**config.mk**
```make
export PLATFORM = sky130hd
export DESIGN_NAME = error_logger
export DESIGN_NICKNAME = d
export VERILOG_FILES = /design/src/rtl/error_logger.sv
export SDC_FILE = /design/constraint.sdc
export NUM_CORES = 1
export LEC_CHECK = 0
export CELL_PAD_IN_SITES_DETAIL_PLACEMENT = 0
export CELL_PAD_IN_SITES_GLOBAL_PLACEMENT = 1
export CORE_MARGIN = 4
export CORE_UTILIZATION = 48
export DETAILED_ROUTE_END_ITERATION = 8
export GPL_ROUTABILITY_DRIVEN = 0
export PLACE_DENSITY = 0.92
export SLEW_MARGIN = 20
export SYNTH_ARGS = -nofsm -noshare
export SYNTH_HDL_FRONTEND = slang
export SYNTH_SLANG_ARGS = --single-unit
```
**constraint.sdc**
```tcl
create_clock -name clk -period 12.8 [get_ports clk]
set_input_delay 1.28 -clock clk [delete_from_list [all_inputs] [get_ports clk]]
set_output_delay 1.28 -clock clk [all_outputs]
set_load 0.005 [all_outputs]
```
**src/rtl/error_logger.sv**
```systemverilog
// Turns the monitor's per-sample XOR difference word into test results: sample/error/bit
// counters, first-error capture and a small FIFO of recent failing samples for the host.
module error_logger #(
  parameter int WIDTH       = 32,
  parameter int CNT_WIDTH   = 32,
  parameter int FIFO_DEPTH  = 4,
  parameter int STOP_ON_ERR = 0
) (
  input  logic                        clk,
  input  logic                        reset,
  input  logic [WIDTH-1:0]            i_diff,
  input  logic                        i_en,
  input  logic                        i_start,
  input  logic                        i_stop,
  input  logic                        i_clear,
  output logic                        o_busy,
  output logic                        o_halted,
  output logic [CNT_WIDTH-1:0]        o_sample_cnt,
  output logic [CNT_WIDTH-1:0]        o_err_cnt,
  output logic [CNT_WIDTH-1:0]        o_bit_cnt,
  output logic                        o_first_vld,
  output logic [CNT_WIDTH-1:0]        o_first_idx,
  output logic [WIDTH-1:0]            o_first_diff,
  output logic                        o_rd_valid,
  output logic [CNT_WIDTH+WIDTH-1:0]  o_rd_data,
  input  logic                        i_rd_ready,
  output logic                        o_overflow
);

  localparam int AW  = (FIFO_DEPTH > 1) ? $clog2(FIFO_DEPTH) : 1;
  localparam int PCW = $clog2(WIDTH + 1);
  localparam int SW  = ((CNT_WIDTH > PCW) ? CNT_WIDTH : PCW) + 1;
  localparam logic [SW-1:0] CNT_MAX = SW'({CNT_WIDTH{1'b1}});

  typedef enum logic [1:0] {IDLE, RUN, HALTED} state_t;
  state_t state, state_nxt;

  logic                 accept;
  logic [CNT_WIDTH-1:0] idx;
  logic                 s1_acc, s1_err;
  logic [WIDTH-1:0]     s1_diff;
  logic [CNT_WIDTH-1:0] s1_idx;
  logic [PCW-1:0]       pc;
  logic [SW-1:0]        bit_sum;
  logic [CNT_WIDTH-1:0] bit_nxt;

  logic [CNT_WIDTH+WIDTH-1:0] mem [FIFO_DEPTH];
  logic [AW:0]                wr_ptr, rd_ptr;
  logic                       empty, full, pop, push_ok, drop;

  assign accept = (state == RUN) && i_en;

  always_ff @(posedge clk or negedge reset) begin
    if (!reset) state <= IDLE;
    else        state <= state_nxt;
  end

  always_comb begin
    state_nxt = state;
    if (i_clear) begin
      state_nxt = IDLE;
    end else begin
      unique case (state)
        IDLE:    if (i_start && !i_stop) state_nxt = RUN;
        RUN: begin
          if (i_stop)
            state_nxt = IDLE;
          else if ((STOP_ON_ERR != 0) && i_en && (i_diff != '0))
            state_nxt = HALTED;
        end
        HALTED:  state_nxt = HALTED;
        default: state_nxt = IDLE;
      endcase
    end
  end

  assign o_busy   = (state == RUN);
  assign o_halted = (state == HALTED);

  // Stage 1: sample index and registered accept/diff/error
  always_ff @(posedge clk or negedge reset) begin
    if (!reset) begin
      idx     <= '0;
      s1_acc  <= 1'b0;
      s1_err  <= 1'b0;
      s1_diff <= '0;
      s1_idx  <= '0;
    end else if (i_clear) begin
      idx     <= '0;
      s1_acc  <= 1'b0;
      s1_err  <= 1'b0;
      s1_diff <= '0;
      s1_idx  <= '0;
    end else begin
      s1_acc <= accept;
      s1_err <= accept && (i_diff != '0);
      if (accept) begin
        s1_diff <= i_diff;
        s1_idx  <= idx;
        if (idx != '1) idx <= idx + 1'b1;
      end
    end
  end

  always_comb begin
    pc = '0;
    for (int unsigned i = 0; i < WIDTH; i++) pc = pc + PCW'(s1_diff[i]);
  end

  // Sum is one bit wider than either operand so the clamp sees the carry.
  assign bit_sum = SW'(o_bit_cnt) + SW'(pc);
  assign bit_nxt = (bit_sum > CNT_MAX) ? '1 : bit_sum[CNT_WIDTH-1:0];

  // Stage 2: counters and first-error capture
  always_ff @(posedge clk or negedge reset) begin
    if (!reset) begin
      o_sample_cnt <= '0;
      o_err_cnt    <= '0;
      o_bit_cnt    <= '0;
      o_first_vld  <= 1'b0;
      o_first_idx  <= '0;
      o_first_diff <= '0;
    end else if (i_clear) begin
      o_sample_cnt <= '0;
      o_err_cnt    <= '0;
      o_bit_cnt    <= '0;
      o_first_vld  <= 1'b0;
      o_first_idx  <= '0;
      o_first_diff <= '0;
    end else begin
      if (s1_acc && o_sample_cnt != '1) o_sample_cnt <= o_sample_cnt + 1'b1;
      if (s1_err && o_err_cnt != '1)    o_err_cnt    <= o_err_cnt + 1'b1;
      if (s1_acc)                       o_bit_cnt    <= bit_nxt;
      if (s1_err && !o_first_vld) begin
        o_first_vld  <= 1'b1;
        o_first_idx  <= s1_idx;
        o_first_diff <= s1_diff;
      end
    end
  end

  assign empty   = (wr_ptr == rd_ptr);
  assign full    = (wr_ptr[AW] != rd_ptr[AW]) && (wr_ptr[AW-1:0] == rd_ptr[AW-1:0]);
  assign pop     = i_rd_ready && !empty;
  // A push into a full FIFO still fits when the head leaves on the same edge.
  assign push_ok = s1_err && (!full || pop);
  assign drop    = s1_err && full && !pop;

  always_ff @(posedge clk or negedge reset) begin
    if (!reset) begin
      wr_ptr     <= '0;
      rd_ptr     <= '0;
      o_overflow <= 1'b0;
      for (int unsigned i = 0; i < FIFO_DEPTH; i++) mem[i] <= '0;
    end else if (i_clear) begin
      wr_ptr     <= '0;
      rd_ptr     <= '0;
      o_overflow <= 1'b0;
      for (int unsigned i = 0; i < FIFO_DEPTH; i++) mem[i] <= '0;
    end else begin
      if (push_ok) begin
        mem[wr_ptr[AW-1:0]] <= {s1_idx, s1_diff};
        wr_ptr              <= wr_ptr + 1'b1;
      end
      if (pop)  rd_ptr     <= rd_ptr + 1'b1;
      if (drop) o_overflow <= 1'b1;
    end
  end

  assign o_rd_valid = !empty;
  assign o_rd_data  = empty ? '0 : mem[rd_ptr[AW-1:0]];

endmodule
```
==> results of run 1 <==
-- worst max-delay path, stage by stage (launching register included) --
cell      delay [ns]
dfrtp_1         0.46
fa_1            0.60
inv_1           0.07
fa_1            0.47
fa_1            0.58
fa_1            0.46
fa_1            0.59
fa_1            0.45
fa_1            0.40
inv_1           0.09
fa_1            0.24
a211oi_1        0.11
o211ai_1        0.44
or4b_1          0.85
and2_0          0.30
a311oi_1        0.25
-- layout make-up --
type                       instances  area share
clock buffer                      86     0.05579
multi-input combinational       1855      0.3726
clock inverter                    14    0.008330
antenna                            1  0.00008247
inverter                          58    0.007175
timing repair buffer             293     0.09567
sequential                       524      0.4323
tap                              680     0.02804
-- worst min-delay path by stage --
stage | endpoint | slack (ns) | cells after the start
after CTS | state[0] | 0.50 | 1
after global placement | state[0] | 0.47 | 1
after floorplan | state[0] | 0.45 | 1
final | state[0] | 0.49 | 1
after global routing | o_first_idx[4] | 0.52 | 1
after detailed placement | state[0] | 0.49 | 1
-- state kept, by name (all words and copies together), names as in the netlist, 2 cells and up --
name / count
mem: 256
s1_idx: 32
o_sample_cnt: 32
o_first_diff: 32
state: 2
o_bit_cnt: 32
o_err_cnt: 32
rd_ptr: 3
idx: 32
o_first_idx: 32
s1_diff: 32
wr_ptr: 3
-- layout by cell type (no fill, tap or decap), types with 29 or more instances in the layout --
master,instances
nand2_1,697
xnor2_1,30
clkdlybuf4s50_1,265
nand3_1,36
inv_1,58
dfrtp_1,522
and2_1,69
o21ai_0,35
or3_1,29
nor2_1,80
a21oi_1,381
clkbuf_16,55
mux4_2,64
a22o_1,64
nand4_1,34
-- stage by stage --
step / worst slack (ns) / power [mW] / hold slack [ns] / cell area (um2)
global placement: 6.584 / 1.851 / 0.4661 / 28390
finish: 6.319 / 3.527 / 0.4921 / 30340
detailed placement: 6.383 / 1.856 / 0.4867 / 28390
global route: 6.036 / 3.640 / 0.5158 / 30340
floorplan: 7.183 / 1.771 / 0.4498 / 25260
CTS: 6.354 / 3.556 / 0.4985 / 30330
-- power by group --
part           total (mW)  leakage, nW  internal [mW]  switching, mW
Combinational       0.155         3.93         0.0416          0.113
Clock                1.70        0.954           1.03          0.675
Sequential           1.67         7.31           1.66        0.00957
Total                3.53         12.2           2.73          0.798
-- per-layer routing --
metal	GRT usage	part of all wire
met1	0.3465	0.41
met2	0.4105	0.47
met3	0.06404	0.084
met4	0.08687	0.034
met5	0	0.00037
-- Yosys cell counts (all sizes together) (3+ instances only) --
library cell	number	share of area
a31o	4	0.0014
a311oi	14	0.0049
fa	26	0.021
a22o	64	0.022
nor4b	4	0.0019
buf	21	0.0037
mux2i	4	0.0016
nand2b	4	0.00099
nand3	40	0.0079
nor2b	10	0.0025
a2111oi	6	0.0028
mux2	5	0.0022
or3	29	0.0072
o31ai	15	0.0045
or2	7	0.0017
a31oi	24	0.0059
inv	58	0.0086
and2	70	0.017
o21a	7	0.0021
xor2	20	0.0069
xnor2	30	0.010
mux4	64	0.057
a211oi	8	0.0024
o211ai	7	0.0021
nand4b	5	0.0017
and4	16	0.0055
or4	15	0.0045
dfrtp	524	0.52
nand4	36	0.0094
nor3	27	0.0053
and3	24	0.0059
nor4	21	0.0057
o31a	4	0.0014
ha	23	0.011
o21ai	35	0.0069
nand3b	3	0.00089
a21oi	382	0.076
nor2	80	0.012
nand2	697	0.10
clkbuf	154	0.023
-- logic make-up (layout without fill, tap and decap cells) --
group | after synthesis | count (layout) | synth area share
buffers and inverters | 233 | 451 | 0.03522
multiplexers | 73 | 73 | 0.06088
adder cells (fa/ha/maj) | 49 | 49 | 0.03200
AO/OA/AOI/OAI | 589 | 589 | 0.1391
AND/OR/NAND/NOR | 1094 | 1094 | 0.1963
XOR/XNOR | 50 | 50 | 0.01734
flip-flops | 524 | 524 | 0.5191
other | 0 | 1 | 0
==> impl_metrics.csv, run 1 <==
group,metric,value,unit
yosys,synthFlopType,"dfrtp_1",
pwr,vdd_drop_max,0.1018,mV
yosys,synth-edff-count,0,
yosys,synthCells,2612,
timing,fin_worst_skew,0.02595,ns
finish,final_cells,3511,
min_path,hp-class,"flop to flop",
cts,cts_setup_buffers,0,
finish,multi_input_area,11300,um2
min_path,worstHoldStart,"state[1]",
yosys,async_flop_share,1.000,
cts,cts_hold_buf,0,
floorplanning,start_util,0.4884,
finish,syn2layout_area_growth,20.12,%
cts,cts_max_level,2,
pwr,p_leak,12.20,nW
place,io_buffers,267,
floorplanning,die-area,56360,um2
place,dp_hpwl,44500,um
yosys,syn-num-nets,2700,
cts,cts_sinks,524,
finish,fillers,4337,
cts,cts_resized,0,
timing,clock.fmax,154.3,MHz
finish,fin_util,0.5867,
drt,drt_iter0_drc,2065,
worst_setup_path,startpoint_type,"flop",
cts,clkTransAtPathRegs,0.06,ns
worst_setup_path,cp_max_fo,17,
timing,slew_headroom,0.2783,
cts,cts_tree,"done",
yosys,syn_avg_cell_area,9.670,um2
worst_setup_path,cp-startpoint,"s1_diff[16]",
timing,fin_tns_setup,0,ns
drt,drt_pre_antenna_iters,7,
place,dp.cells,3410,
timing,maxSlewViolCount,0,
drt,ant_nets,0,
worst_setup_path,crit_arrival,6.98,ns
pwr,pwr_density_cell,116.2,nW/um2
global_routing,antenna_found_initial,3,
timing,fin_crit_sh,0.5063,
drt,drcViolationCount,0,
global_routing,grt_usage,0.2567,
floorplanning,ios,268,
run,max_cap_viol_count,0,
drt,vias_per_cell,5.979,
global_routing,first_global_vias,21060,
drt,num_vias,20990,
global_routing,grt_pass1_wl,117200,um
yosys,yosysSeqAreaShare,0.5191,
floorplanning,core,51720,um2
yosys,ys_types,68,
drt,wire_per_inst,21.00,um
floorplanning,chipWidth,237.4,um
cts,clockBufferDepth,3,
yosys,netlist_area,25260,um2
worst_setup_path,reg2reg_from,"s1_diff[16]",
timing,final-setup-viol-count,0,
finish,drive_gt1_frac,0.07809,
cts,clkLatencyLatePin,0.62,ns
drt,wirelength,73710,um
yosys,yosysWarnings,0,
worst_setup_path,rr_worst_depth,15,
cts,cts_root_buf,"clkbuf_16",
worst_setup_path,worstSetupEndpointType,"flop",
floorplanning,die_h,237.4,um
worst_setup_path,worstPathRequired,13.30,ns
worst_setup_path,rrSetupSlack,6.32,ns
cts,cts_made_buffers,55,
worst_setup_path,path_class,"flop to flop",
timing,hold_viol,0,
timing,tightest_slew,1.082,ns
yosys,ys_ff_latch,524,
worst_setup_path,regToRegEndpoint,"o_bit_cnt[31]",
timing,period_needed,6.481,ns
finish,seqCellArea,13120,um2
floorplanning,rows,83,
global_routing,overflow,0,
finish,nets,2875,
status,status,"finished, final reports clean",
timing,rsz0062_at_grt,"false",
worst_setup_path,critPathCapture,"o_bit_cnt[31]",
global_routing,grt_max_degree,181,
No activity file was read; power rests on OpenSTA's default activity.
==> inputs of run 2 (changes only) <==
--- a/config.mk
+++ b/config.mk
@@ -8,10 +8,10 @@
 export CELL_PAD_IN_SITES_DETAIL_PLACEMENT = 0
 export CELL_PAD_IN_SITES_GLOBAL_PLACEMENT = 1
 export CORE_MARGIN = 4
-export CORE_UTILIZATION = 48
+export CORE_UTILIZATION = 44
 export DETAILED_ROUTE_END_ITERATION = 8
 export GPL_ROUTABILITY_DRIVEN = 0
-export PLACE_DENSITY = 0.92
+export PLACE_DENSITY = 0.86
 export SLEW_MARGIN = 20
 export SYNTH_ARGS = -nofsm -noshare
 export SYNTH_HDL_FRONTEND = slang
==> constraint.sdc (replaced) <==
create_clock -name clk -period 6.04 [get_ports clk]
set_input_delay 0.604 -clock clk [delete_from_list [all_inputs] [get_ports clk]]
set_output_delay 0.604 -clock clk [all_outputs]
set_load 0.005 [all_outputs]
==> run 2 against run 1 <==
  * Clock-buffer cell count up 9
  * Design area up 0.54%
  * Die area up 8.8%
  * First-iteration DRC count down 5.0%
  * Clock skew down 0.0012 ns
  * Combinational power up 120%
  * Worst setup slack worse by 6.1 ns
  * Critical path depth up 1
  * Clock power up 100%
  * Register-to-register slack worse by 6.1 ns
  * Total power up 110%
==> impl_metrics.csv, run 2 (synthesized netlist as in run 1, its figures left out) <==
group,metric,value,unit
timing,fin_worst_skew,0.02478,ns
timing,period_needed,5.868,ns
worst_setup_path,worstSetupEndpointType,"flop",
global_routing,grt_max_degree,230,
drt,wire_per_inst,21.09,um
global_routing,antenna_found_initial,3,
global_routing,grt_pass1_wl,120600,um
timing,slew_headroom,0.2294,
cts,clkLatencyLatePin,0.62,ns
finish,layout_common_cells,"nand2_1 (697), dfrtp_1 (519), a21oi_1 (381)",
global_routing,grt_usage,0.2472,
place,dp.cells,3500,
timing,maxSlewViolCount,0,
min_path,hp-class,"primary input to asynchronous set/reset pin",
cts,cts_root_buf,"clkbuf_16",
global_routing,overflow,0,
finish,nets,2895,
drt,num_vias,20970,
cts,cts_made_buffers,57,
cts,cts_tree,"done",
drt,drt_iter0_drc,1961,
drt,dr.max_layer_used,"met5",
drt,ant_nets,0,
pwr,vdd_drop_max,0.2505,mV
pwr,comb_power_share,0.046,
worst_setup_path,cp_max_fo,9,
timing,fin_crit_sh,0.9716,
pwr,p_switching,1.705,mW
timing,final-setup-viol-count,0,
timing,hold_slack,0.04292,ns
drt,vias_per_cell,5.810,
pwr,p_seq_frac,0.485,
worst_setup_path,crit_arrival,6.38,ns
place,io_buffers,267,
global_routing,first_global_vias,21110,
finish,fin_util,0.5389,
worst_setup_path,path_class,"flop to flop",
timing,hold_viol,0,
pwr,swShare,0.2334,
cts,clockBufferDepth,3,
finish,largest_register_ffs,256,
pwr,clockPowerShare,0.470,
floorplanning,ios,268,
drt,wirelength,76120,um
floorplanning,start_util,0.4462,
cts,cts_sinks,524,
floorplanning,rows,87,
cts,clkTransAtPathRegs,0.06,ns
timing,tightest_slew,1.156,ns
floorplanning,chipWidth,247.6,um
run,max_cap_viol_count,0,
timing,clock.fmax,170.4,MHz
worst_setup_path,worstPathRequired,6.55,ns
floorplanning,core,56600,um2
drt,met2WireLength,36240,um
finish,layout_commonest_cell,"nand2_1",
drt,drt_pre_antenna_iters,5,
floorplanning,die-area,61310,um2
pwr,pwr_density_cell,239.5,nW/um2
drt,drcViolationCount,0,
pwr,p_leak,12.24,nW
pwr,total_power,7.305,mW
drt,wl_met3,5810,um
floorplanning,die_h,247.6,um
finish,drive_gt1_frac,0.08377,
finish,antenna_cells,0,
finish,final_cells,3609,
cts,cts_max_level,2,
status,status,"finished, final reports clean",
timing,fin_tns_setup,0,ns
drt,drt-met1-wl,31670,um
finish,syn2layout_area_growth,20.77,%
pwr,p_int,5.600,mW
place,dp_hpwl,47130,um
finish,top_register,"mem",
worst_setup_path,startpoint_type,"flop",
run 2: area by class of cell:
cell class	count	area [um2]
clock inverter	10	103.9
tap	756	945.9
timing repair buffer	311	3050
multi-input combinational	1855	11330
sequential	524	13120
inverter	58	217.7
fill	5018	26100
clock buffer	95	1730
run 2: routing by layer:
| layer | global-route usage | vias to the layer above |
|---|---|---|
| met5 | 0 | - |
| met4 | 0.07699 | 6 |
| met3 | 0.05413 | 149 |
| met2 | 0.3957 | 756 |
| met1 | 0.3396 | 10620 |
| li1 | - | 9440 |
run 2: metrics by stage:
step | worst slack, ns | cell area (um2)
global route | -0.009544 | 30510
global placement | 0.2503 | 28610
CTS | 0.07448 | 30450
floorplan | 0.4231 | 25260
finish | 0.1717 | 30510
detailed placement | 0.1255 | 28620
run 2: power by group through the flow:
stage               clock network, mW  logic, mW  registers (mW)
global placement                    0      0.327            3.60
finish                           3.43      0.334            3.54
global route                     3.63      0.372            3.54
floorplan                           0      0.158            3.59
detailed placement                  0      0.334            3.60
CTS                              3.49      0.336            3.54
run 2: repair_timing:
action                                  4_1_cts  5_1_grt
hold buffers                                  0        0
endpoints found under the setup margin        0       23
gates resized for setup                       0        7
buffers inserted                              0        4
run 2: worst paths after layout:
kind / start / to / slack, ns / depth (start not counted)
setup / recovery: o_bit_cnt[0] / o_bit_cnt[31] / 0.17 / 16
hold / removal: reset / o_sample_cnt[27] / 0.04 / 1
setup reg to reg: o_bit_cnt[0] / o_bit_cnt[31] / 0.17 / 16
hold reg to reg: state[1] / state[0] / 0.50 / 1
max in group asynchronous: reset / s1_diff[8] / 4.48 / 2
min in group clk: state[1] / state[0] / 0.50 / 1
run 2: worst max-delay path: stages, from the launching register on:
cell and delay, ns:
dfrtp_1 0.41, fa_1 0.55, inv_1 0.06, fa_1 0.53, fa_1 0.44, fa_1 0.49
fa_2 0.58, fa_1 0.43, fa_1 0.40, inv_1 0.12, fa_2 0.25, a211oi_2 0.09
o211ai_1 0.36, or4b_4 0.51, buf_4 0.19, and2_0 0.16, a311oi_1 0.20
==> inputs of run 3 (changes only) <==
--- a/config.mk
+++ b/config.mk
@@ -5,12 +5,11 @@
 export SDC_FILE = /design/constraint.sdc
 export NUM_CORES = 1
 export LEC_CHECK = 0
+export CAP_MARGIN = 10
 export CELL_PAD_IN_SITES_DETAIL_PLACEMENT = 0
 export CELL_PAD_IN_SITES_GLOBAL_PLACEMENT = 1
-export CORE_MARGIN = 4
 export CORE_UTILIZATION = 44
 export DETAILED_ROUTE_END_ITERATION = 8
-export GPL_ROUTABILITY_DRIVEN = 0
 export PLACE_DENSITY = 0.86
 export SLEW_MARGIN = 20
 export SYNTH_ARGS = -nofsm -noshare
==> run 3 against run 2 <==
  * Critical path depth stayed put
  * Cell count hardly changed
  * Flip-flop and latch count stayed put
  * Sequential power hardly changed
  * Clock skew is 0.012 ns lower
  * Combinational power is 1% higher
  * Total power is 0.77% higher
  * Fmax is 1.2% higher
  * Sequential share of layout area hardly changed
  * Hold slack worse by 0.019 ns
  * Critical path type unchanged
  * Largest power group unchanged
==> impl_metrics.csv, run 3 (synthesized netlist as in run 1, its figures left out) <==
group,metric,value,unit
pwr,pwr_density_cell,241.3,nW/um2
place,place_ws,0.05839,ns
timing,fin_worst_skew,0.01304,ns
drt,drcViolationCount,0,
worst_setup_path,crit_chain,"fa_1 > inv_1 > fa_1 > fa_1 > fa_1 > fa_1 > fa_1 > fa_1 > inv_1 > fa_2 > a211oi_2 > o211ai_1 > or4b_4 > buf_4 > a41o_1 > a21oi_1",
global_routing,grt_usage,0.2588,
floorplanning,chipWidth,241.6,um
status,status,"finished, final reports clean",
worst_setup_path,crit_family,"adder cells",
worst_setup_path,path_class,"flop to flop",
cts,cts_root_buf,"clkbuf_16",
cts,clkTransAtPathRegs,0.06,ns
worst_setup_path,cp_slowest_stage_delay,0.60,ns
finish,layout_common_cells,"nand2_1 (697), dfrtp_1 (520), a21oi_1 (381)",
worst_setup_path,worstPathRequired,6.57,ns
timing,hold_viol,0,
drt,num_vias,20890,
cts,clkLatencyLatePin,0.61,ns
drt,drt_pre_antenna_iters,7,
worst_setup_path,critPathSlowestCell,"fa_1",
worst_setup_path,worstSetupEndpointType,"flop",
floorplanning,rows,87,
drt,vias_per_cell,5.793,
cts,cts_tree,"done",
run,max_cap_viol_count,0,
pwr,vdd_drop_max,0.2285,mV
min_path,hp-class,"primary input to asynchronous set/reset pin",
place,gp_congestion,0.8406,
worst_setup_path,crit_arrival,6.33,ns
global_routing,antenna_found_initial,5,
floorplanning,core,56600,um2
floorplanning,ios,268,
cts,cts_hold_buf,0,
finish,syn2layout_area_growth,20.76,%
finish,layout_commonest_cell,"nand2_1",
global_routing,grt_max_degree,169,
timing,tightest_slew,1.188,ns
finish,drive_gt1_frac,0.08357,
drt,ant_nets,0,
finish,nets,2893,
finish,fillers,4957,
finish,top_register,"mem",
timing,fin_tns_setup,0,ns
worst_setup_path,crit_buf_inv,3,
floorplanning,die_h,241.6,um
global_routing,grt.busiest_layer,"met2",
drt,wirelength,75450,um
global_routing,overflow,0,
timing,maxSlewViolCount,0,
worst_setup_path,startpoint_type,"flop",
cts,clockBufferDepth,3,
timing,fin_ws,0.2396,ns
timing,slew_headroom,0.2069,
cts,cts_made_buffers,57,
global_routing,first_global_vias,21180,
global_routing,grt_pass1_wl,120800,um
global_routing,grtUsageMet3,0.05394,
global_routing,globalRouteMet1Util,0.3475,
drt,wire_per_inst,20.92,um
drt,drt_iter0_drc,1833,
timing,rsz0062_at_grt,"false",
place,dp_hpwl,46940,um
worst_setup_path,cp_max_fo,8,
timing,period_needed,5.800,ns
timing,fin_crit_sh,0.9603,
place,io_buffers,267,
timing,clock.fmax,172.4,MHz
timing,final-setup-viol-count,0,
floorplanning,die-area,58370,um2
floorplanning,start_util,0.4462,
cts,cts_sinks,524,
global_routing,met2_usage,0.4121,
cts,cts_max_level,2,
worst_setup_path,cpMostUsedCell,"fa_1",
finish,largest_register_ffs,256,
pwr,p_leak,12.23,nW
## run 3: cell types whose count changed in the layout (fill, tap and decap cells not counted), moves of 3 or more
cell and change:
inv_6 +3, bufinv_16 +4, and3_4 +4, clkbuf_8 -6
clkbuf_1 -5, buf_4 -3, and3_2 -4
## run 3: area by class of cell
class	instances	area [um2]	area share
sequential	524	13120	0.4301
multi-input combinational	1855	11330	0.3715
timing repair buffer	309	3039	0.09963
clock buffer	83	1604	0.05259
tap	756	945.9	0.03101
clock inverter	19	239.0	0.007835
inverter	58	217.7	0.007137
antenna	2	5.005	0.0001641
## run 3: power by group
group	internal, mW	switching (mW)	total [mW]	leakage (nW)
clock network	2.05	1.44	3.48	0.897
registers	3.52	0.0187	3.54	7.31
logic	0.0922	0.246	0.338	4.02
total	5.66	1.70	7.36	12.2
## run 3: timing repair
action	in CTS	in global routing
gates resized for setup	0	6
hold endpoints to repair	0	0
setup buffers	0	1
endpoints found under the setup margin	0	21
## run 3: final timing paths
kind | startpoint | end | slack [ns] | cells past startpoint
max | s1_diff[16] | o_bit_cnt[11] | 0.24 | 16
min | reset | mem[111] | 0.02 | 1
max reg2reg | s1_diff[16] | o_bit_cnt[11] | 0.24 | 16
min reg2reg | o_overflow | o_overflow | 0.50 | 1
max in group asynchronous | reset | s1_diff[6] | 4.50 | 2
min in group clk | o_overflow | o_overflow | 0.50 | 1
## run 3: stage by stage
| stage | util | instances | total power, mW | area [um2] | hold slack, ns |
|---|---|---|---|---|---|
| 5_1_grt | 0.5388 | 3604 | 7.603 | 30500 | 0.1018 |
| 2_1_floorplan | - | 2612 | 3.753 | 25260 | 0.3084 |
| 3_3_place_gp | 0.5054 | 3500 | 3.933 | 28610 | 0.4649 |
| 4_1_cts | 0.5380 | 3602 | 7.426 | 30450 | 0.04646 |
| 6_report | 0.5389 | 3606 | 7.361 | 30500 | 0.02405 |
| 3_5_place_dp | 0.5054 | 3500 | 3.940 | 28610 | 0.4828 |
## run 3: per-layer routing
metal,vias to the layer above,part of all wire
met5,-,0.00061
met4,8,0.034
met3,156,0.079
met2,770,0.47
met1,10490,0.41
li1,9464,-
